==> src/rtl/dm_access_pkg.sv <==
// Shared encodings for the data-memory load/store controller.
// Access sizes, FSM states and the request legality check live here.
package dm_access_pkg;

    localparam int ADDR_W_DEF = 10;

    localparam logic [1:0] SZ_B = 2'b00;
    localparam logic [1:0] SZ_H = 2'b01;
    localparam logic [1:0] SZ_W = 2'b10;

    typedef enum logic [2:0] {
        IDLE,
        RD,
        MRG,
        WR,
        DONE
    } state_t;

    // A request is rejected when the size is 11 or the address is not naturally aligned.
    function automatic logic access_bad(input logic [1:0] size, input logic [1:0] off);
        return (size == 2'b11) ||
               ((size == SZ_H) && off[0]) ||
               ((size == SZ_W) && (off != 2'b00));
    endfunction

endpackage

==> src/rtl/dm_lane_unit.sv <==
// Byte/halfword lane steering: extracts and extends load data, and merges
// store data into the old memory word for read-modify-write.
module dm_lane_unit
    import dm_access_pkg::*;
(
    input  logic [1:0]  size,
    input  logic        sext,
    input  logic [1:0]  off,
    input  logic [31:0] rword,
    input  logic [31:0] wdata,
    output logic [31:0] load_data,
    output logic [31:0] merge_data
);

    function automatic logic [31:0] lane_extract(input logic [1:0] sz, input logic sx,
                                                 input logic [1:0] lane, input logic [31:0] word);
        logic [7:0]  b;
        logic [15:0] h;
        logic [31:0] res;
        b   = word[{lane, 3'b000} +: 8];
        h   = lane[1] ? word[31:16] : word[15:0];
        res = word;
        case (sz)
            SZ_B:    res = sx ? {{24{b[7]}}, b} : {24'h000000, b};
            SZ_H:    res = sx ? {{16{h[15]}}, h} : {16'h0000, h};
            default: res = word;
        endcase
        return res;
    endfunction

    function automatic logic [31:0] lane_merge(input logic [1:0] sz, input logic [1:0] lane,
                                               input logic [31:0] old, input logic [31:0] wd);
        logic [31:0] res;
        res = old;
        case (sz)
            SZ_B: res[{lane, 3'b000} +: 8] = wd[7:0];
            SZ_H: begin
                if (lane[1]) res[31:16] = wd[15:0];
                else         res[15:0]  = wd[15:0];
            end
            default: res = wd;
        endcase
        return res;
    endfunction

    assign load_data  = lane_extract(size, sext, off, rword);
    assign merge_data = lane_merge(size, off, rword, wdata);

endmodule

==> src/rtl/dm_access_ctrl.sv <==
// Load/store controller in front of a full-word, registered-read data memory.
// Sub-word stores are done as read-modify-write; loads return extended lane data.
module dm_access_ctrl
    import dm_access_pkg::*;
#(
    parameter int ADDR_W = ADDR_W_DEF
) (
    input  logic              clk,
    input  logic              rst_n,
    input  logic              req,
    input  logic              we,
    input  logic [1:0]        size,
    input  logic              sext,
    input  logic [31:0]       addr,
    input  logic [31:0]       wdata,
    output logic              busy,
    output logic              done,
    output logic              err,
    output logic [31:0]       rdata,
    output logic [ADDR_W-1:0] dm_addr,
    output logic [31:0]       dm_din,
    output logic              dm_we,
    input  logic [31:0]       dm_dout
);

    state_t             state_reg, state_next;
    logic [ADDR_W-1:0]  waddr_reg;
    logic [1:0]         off_reg;
    logic [1:0]         size_reg;
    logic               we_reg;
    logic               sext_reg;
    logic               err_reg;
    logic [31:0]        wdata_reg;
    logic [31:0]        rdata_reg;
    logic [31:0]        din_reg;
    logic [31:0]        lane_load;
    logic [31:0]        lane_merge;
    logic               bad_req;
    logic               accept;

    // Address bits above the memory window are dropped, so accesses wrap modulo 4 KB.
    logic unused_addr_bits;
    assign unused_addr_bits = ^addr[31:ADDR_W+2];

    assign bad_req = access_bad(size, addr[1:0]);
    assign accept  = (state_reg == IDLE) && req;

    dm_lane_unit u_lane (
        .size       (size_reg),
        .sext       (sext_reg),
        .off        (off_reg),
        .rword      (dm_dout),
        .wdata      (wdata_reg),
        .load_data  (lane_load),
        .merge_data (lane_merge)
    );

    always_ff @(posedge clk or negedge rst_n) begin
        if (!rst_n) state_reg <= IDLE;
        else        state_reg <= state_next;
    end

    always_comb begin
        state_next = state_reg;
        done       = 1'b0;
        err        = 1'b0;
        dm_we      = 1'b0;
        case (state_reg)
            IDLE: begin
                if (req) begin
                    if (bad_req)                     state_next = DONE;
                    else if (we && (size == SZ_W))   state_next = WR;
                    else                             state_next = RD;
                end
            end
            RD:  state_next = MRG;
            MRG: state_next = we_reg ? WR : DONE;
            WR: begin
                dm_we      = 1'b1;
                state_next = DONE;
            end
            DONE: begin
                done       = 1'b1;
                err        = err_reg;
                state_next = IDLE;
            end
            default: state_next = IDLE;
        endcase
    end

    always_ff @(posedge clk or negedge rst_n) begin
        if (!rst_n) begin
            waddr_reg <= '0;
            off_reg   <= 2'b00;
            size_reg  <= 2'b00;
            we_reg    <= 1'b0;
            sext_reg  <= 1'b0;
            err_reg   <= 1'b0;
            wdata_reg <= 32'h0;
            rdata_reg <= 32'h0;
            din_reg   <= 32'h0;
        end else begin
            if (accept) begin
                waddr_reg <= addr[ADDR_W+1:2];
                off_reg   <= addr[1:0];
                size_reg  <= size;
                we_reg    <= we;
                sext_reg  <= sext;
                err_reg   <= bad_req;
                wdata_reg <= wdata;
                // Word stores skip the read, so the write word is staged right away.
                if (we && (size == SZ_W) && !bad_req) din_reg <= wdata;
            end
            if (state_reg == MRG) begin
                if (we_reg) din_reg   <= lane_merge;
                else        rdata_reg <= lane_load;
            end
        end
    end

    assign busy    = (state_reg != IDLE);
    assign rdata   = rdata_reg;
    assign dm_addr = waddr_reg;
    assign dm_din  = din_reg;

endmodule

==> config.mk <==
export PLATFORM = sky130hd
export DESIGN_NAME = dm_access_ctrl
export DESIGN_NICKNAME = d
export VERILOG_FILES = /design/src/rtl/dm_access_pkg.sv /design/src/rtl/dm_lane_unit.sv /design/src/rtl/dm_access_ctrl.sv
export SDC_FILE = /design/constraint.sdc
export NUM_CORES = 1
export LEC_CHECK = 0
export ABC_AREA = 1
export CAP_MARGIN = 20
export CORE_MARGIN = 3
export CORE_UTILIZATION = 39
export CTS_CLUSTER_SIZE = 24
export DETAILED_ROUTE_END_ITERATION = 16
export PLACE_DENSITY = 0.69
export SYNTH_ARGS = -nofsm -noshare
export SYNTH_HDL_FRONTEND = slang
export SYNTH_HIERARCHICAL = 1
export SYNTH_SLANG_ARGS = --single-unit
==> constraint.sdc <==
create_clock -name clk -period 2 [get_ports clk]
set_input_delay 0.6 -clock clk [delete_from_list [all_inputs] [get_ports clk]]
set_output_delay 0.6 -clock clk [all_outputs]
set_load 0.02 [all_outputs]
* Word level (Yosys, flattened, before mapping)
Cells that the tools add are included.
** Cells by class
- Add/subtract/negate cells :: 1
- Multiply operators :: 0
- Divide/modulo/power cells :: 0
- Magnitude comparators :: 0
- Eq/ne operators :: 9
- Shifts and indexed selects :: 3
- Muxes and demuxes :: 20
- Bitwise logic cells :: 1
- Reductions and logical operators :: 13
** Operators by type and width (count)
- 32-bit two-way mux :: 6
- 32-bit one-hot mux with 2 select lines :: 2
- 16-bit two-way mux :: 3
- 32-bit bitwise mux :: 1
- 8-bit by 7-bit variable shift with 32-bit output (first input constant) :: 1
- 32-bit by 6-bit variable part select with 8-bit output :: 1
- 8-bit by 7-bit variable part select with 32-bit output :: 1
- 3-bit one-hot mux with 4 select lines :: 1
- 3-bit two-way mux :: 3
- 5-bit negator with 7-bit output :: 1
- 3-bit by 2-bit equality test with 1-bit output (second input constant) :: 2
- 1-bit logical AND :: 5
- 2-bit by 1-bit equality test with 1-bit output (second input constant) :: 2
- 2-bit equality test (second input constant) :: 2
- 3-bit by 1-bit equality test with 1-bit output (second input constant) :: 1
- 3-bit equality test (second input constant) :: 1
- 3-bit logical NOT :: 1
- 1-bit two-way mux :: 3
- 3-bit nonzero test :: 1
- 2-bit logical NOT :: 1
- 1-bit logical OR :: 2
- 2-bit two-way mux :: 1
- 2-bit != test (second input constant) :: 1
- 2-bit AND reduction :: 1
- 3 further kinds :: 3
** Storage, ports and cells
- Register bits after elaboration :: 116
- Bits in latches :: 0
- RAM bits :: 0
- Bits in read-only memories :: 0
- Bits of input ports :: 103
- Output and inout bits :: 78
- Logic and storage cells :: 57
- Memories kept :: 0

* Longest topological paths before layout
- Word-level depth :: 10
- Depth in mapped cells :: 12
- Depth with buffers taken out :: 10

* Cells and area by module
Netlist, hierarchy kept.
** By module, submodules not included
- dm_access_ctrl :: instances 1, cells each 622, area an instance 5122.4 um^2, seq. area each 2902.8 um^2
- dm_lane_unit :: instances 1, cells each 398, area an instance 1749.2 um^2, seq. area each 0.0 um^2

* Worst setup path before layout
Ideal clock, no wire load.
- Kind :: reg-to-reg
- Start :: reg off_reg[1]
- End :: reg din_reg[10], in the netlist dm_din[10]
- Setup time :: 0.065 ns
- Data arrival time :: 1.897 ns
- Required time :: 1.935 ns
- Path slack :: 0.038 ns
- Cell stages (with the launch flop) :: 13
- Path buffers :: 3
- Period minus slack after synthesis :: 1.962 ns
- Path through :: dfrtp_1 inv_2 buf_2 buf_2 ha_1 inv_1 nor2_1 and3_1 buf_1 nand2_1 nand3_1 nand2_1 nand2_1
** Between the ends
- Cells in the longest elaborated chain, start to end :: 6
- Elaborated cells on any way between the ends :: 8
- Classes of those cells :: 1 x add/sub; 2 x shift; 5 x mux
** Ends and longest elaborated chain
- start, declared :: line dm_access_ctrl.sv:28 : logic [1:0] off_reg;
- start signal, assigned :: line dm_access_ctrl.sv:105 : off_reg <= addr[1:0];
- 5-bit negator with 7-bit output :: line dm_lane_unit.sv:36 : SZ_B: res[{lane, 3'b000} +: 8] = wd[7:0];
- 8-bit by 7-bit variable part select with 32-bit output / 8-bit by 7-bit variable shift with 32-bit output (equally long branches) :: line dm_lane_unit.sv:36
- 32-bit bitwise mux :: line dm_lane_unit.sv:36
- 32-bit one-hot mux with 2 select lines * :: line dm_lane_unit.sv:35 : case (sz)
- via lane_merge[10] :: line dm_access_ctrl.sv:37 : logic [31:0] lane_merge;
- 32-bit two-way mux * :: line dm_access_ctrl.sv:115 : if (we_reg) din_reg <= lane_merge;
- 32-bit two-way mux * :: line dm_access_ctrl.sv:114 : if (state_reg == MRG) begin
- end signal, assigned :: line dm_access_ctrl.sv:112 : if (we && (size == SZ_W) && !bad_req) din_reg <= wdata;
- end signal, assigned :: line dm_access_ctrl.sv:115
- end, declared :: line dm_access_ctrl.sv:35 : logic [31:0] din_reg;
The timed path passes the listed nets; every way through them passes the cells marked *.
A chain may end at the register's enable or synchronous reset.

* Worst setup path in the final report
- Start :: reg rdata_reg[12], in the netlist rdata[12]
- End :: out rdata[12]
** RTL lines
- start, declared :: line dm_access_ctrl.sv:34 : logic [31:0] rdata_reg;
- start signal, assigned :: line dm_access_ctrl.sv:116 : else rdata_reg <= lane_load;
- end, declared :: line dm_access_ctrl.sv:19 : output logic [31:0] rdata,
No word-level cell between the ends.

==> impl_metrics.toml <==
[outcome]
outcome = "finished, final reports clean"

[place]
place_ws_ps = -114.1
place_congestion = 0.9476
placed_area_sq_um = 9019
dp.final_hpwl_um = 16850
io_buffers = 160
dp.cells = 1404

[timing]
final_max_slew_viol_count = 0
finalWorstSetupSlack_ps = 24.25
tightest_slew_ps = 574.3
relSlewSlack_pct = 61.72
fmax_mhz = 506.1
holdWs_ps = 26.58
post-route-period-util_pct = 98.79
finalHoldViolCount = 0
setup_viol = 0
min_period_ps = 1976
skew_ps = 5.604

[clocking]
clkSinkCount = 116
clock_latency_ps = 430
path_clk_slew_ps = 50
cts_tree = "done"
postCtsSetupBuffers = 0
cts_inserted_buffers = 17
clock_path_buffers = 2
cts_htree_levels = 4
root_buffer = "clkbuf_16"

[floorplanning]
die_y_um = 138.7
num_rows = 47
dieArea_sq_um = 19250
pin_count = 181
start_util_pct = 40.57
die_x_um = 138.7
coreArea_sq_um = 16940

[global_routing]
gr-total-overflow = 0
grt_start_max_net_pins = 73
grt_pass1_wl_um = 36540
grt_pass1_vias = 6827
antenna_found_initial = 0
grt_use_total_pct = 23.51

[yosys]
synthesis.nets = 1128
synthCells = 1020
yosysSeqAreaShare_pct = 42.24
syn_avg_cell_area_sq_um = 6.737
netlist_area_sq_um = 6872
ys_ff_latch = 116
ys_warn_count = 6
yosysUniqueCellTypes = 33

[final_layout]
area_delta_synth_final_pct = 40.60
final_cell_mix = "465 x nand2_1, 116 x dfrtp_1, 105 x nand3_1, 90 x inv_1, 89 x clkdlybuf4s50_1"
multi_input_area_sq_um = 3308
nets = 1311
fillers = 1626
fin_cells = 1436
regArea_sq_um = 2903
utilization_pct = 57.05
final_common_cell = "nand2_1"
final_cell_area_sq_um = 9662
drive_gt1_share_pct = 10.03
antenna_cells = 0

[pwr]
powerDensity_nw_per_um2 = 1578
leakagePower_nw = 5.512
max-vdd-ir-drop_mv = 0.7795

[setup_path]
critPathBufInv = 1
startpoint_type = "flop"
path_max_fanout = 2
cp.required_ps = 1400
cpMaxStageDelayCell = "clkdlybuf4s50_1"
slowest_delay_ps = 610
crit_arrival_ps = 1380
crit_chain = "clkdlybuf4s50_1"
path_delay_family = "buffers and inverters"
crit_type = "reg -> out"
end_kind = "primary output"

[route]
drtIter0Drc = 634
drc = 0
avgViaCountPerCell = 5.024
wl_per_cell_um = 15.75
routed_wl_um = 22620
first_pass_iters = 5
antenna_left = 0
via_count = 7215

[worst_hold_path]
hp-class = "in -> async"

[job]
drv_cap = 0
## where the power goes
group          total [W]  leakage (nW)  internal, W  switching, W
registers        0.00425          1.45      0.00347      0.000782
clock network    0.00316         0.289      0.00200       0.00116
logic            0.00783          3.77      0.00293       0.00490
## per-layer routing
layer | routed length [um] | global-route usage, % | up-vias | share of wire, %
met5 | 0 | 0 | - | 0
met4 | 323 | 6.437 | 0 | 1.4
met3 | 1593 | 4.759 | 27 | 7.0
met2 | 10210 | 36.66 | 281 | 45
met1 | 10490 | 33.51 | 3318 | 46
li1 | - | - | 3589 | -
## per-stage QoR
step | setup TNS, ps | total power (W)
4_1_cts | -8.929 | 0.01536
3_3_place_gp | -994.8 | 0.01232
5_1_grt | -21.56 | 0.01642
6_report | 0 | 0.01525
2_1_floorplan | 0 | 0.009072
3_5_place_dp | -2098 | 0.01239
## synth_stat cells
| master | n | share of area [%] |
|---|---|---|
| a21oi_1 | 9 | 0.66 |
| nand3_2 | 2 | 0.29 |
| nand2_2 | 4 | 0.36 |
| o211ai_1 | 6 | 0.66 |
| nor3_1 | 1 | 0.073 |
| buf_2 | 24 | 1.7 |
| nand3b_1 | 1 | 0.11 |
| o21ai_0 | 27 | 2.0 |
| and2_1 | 6 | 0.55 |
| dfrtp_1 | 116 | 42 |
| o21ai_2 | 3 | 0.38 |
| or2_1 | 3 | 0.27 |
| ha_1 | 5 | 0.91 |
| nand3_1 | 105 | 7.6 |
| nand4_1 | 38 | 3.5 |
| clkinv_1 | 2 | 0.11 |
| nor2_2 | 5 | 0.46 |
| clkbuf_1 | 16 | 0.87 |
| nor2_1 | 36 | 2.0 |
| buf_4 | 1 | 0.11 |
| nor2_4 | 1 | 0.16 |
| and3_1 | 1 | 0.091 |
| buf_6 | 7 | 1.1 |
| inv_1 | 91 | 5.0 |
| or2_0 | 3 | 0.27 |
| buf_1 | 5 | 0.27 |
| o21ai_1 | 24 | 1.7 |
| nor3b_1 | 1 | 0.11 |
| nand2_1 | 465 | 25 |
| a22oi_1 | 2 | 0.22 |
| inv_2 | 7 | 0.38 |
| clkbuf_2 | 2 | 0.15 |
| nor3_4 | 1 | 0.24 |
## kinds of logic (layout without fill, tap and decap cells)
| group | count (synthesis) | after routing | synth area share, % |
|---|---|---|---|
| DFF | 116 | 116 | 42.24 |
| and+or+nand+nor | 673 | 673 | 41.46 |
| adders and majority gates | 5 | 5 | 0.9104 |
| AOI/OAI and AO/OA | 71 | 71 | 5.626 |
| buffers and inverters | 155 | 351 | 9.760 |
## area by class of cell
cell class	count	area share [%]
multi-input combinational	749	34.24
sequential	116	30.04
timing repair buffer	219	22.60
clock buffer	18	4.545
inverter	100	3.885
tap	220	2.849
clock inverter	14	1.839
## worst paths after layout
path / cells after the start / slack, ps / startpoint / endpoint
max in group asynchronous: 2 / 1420 / rst_n / dm_din[27]$_DFF_PN0_
min in group clk: 2 / 460 / dm_addr[3]$_DFFE_PN0N_ / dm_addr[3]$_DFFE_PN0N_
min reg2reg: 2 / 460 / dm_addr[3]$_DFFE_PN0N_ / dm_addr[3]$_DFFE_PN0N_
max: 1 / 20 / rdata[12]$_DFFE_PN0P_ / rdata[12]
min: 1 / 30 / rst_n / dm_din[7]$_DFF_PN0_
max reg2reg: 8 / 210 / off_reg[1]$_DFFE_PN0N_ / dm_din[8]$_DFF_PN0_
## timing repair
action                     4_1_cts  5_1_grt
pin swaps                        0        0
hold buffers                     0        0
cloned                           0        0
resized for setup               49       37
setup endpoints to repair       39       35
(Power assumes the default switching activity.)
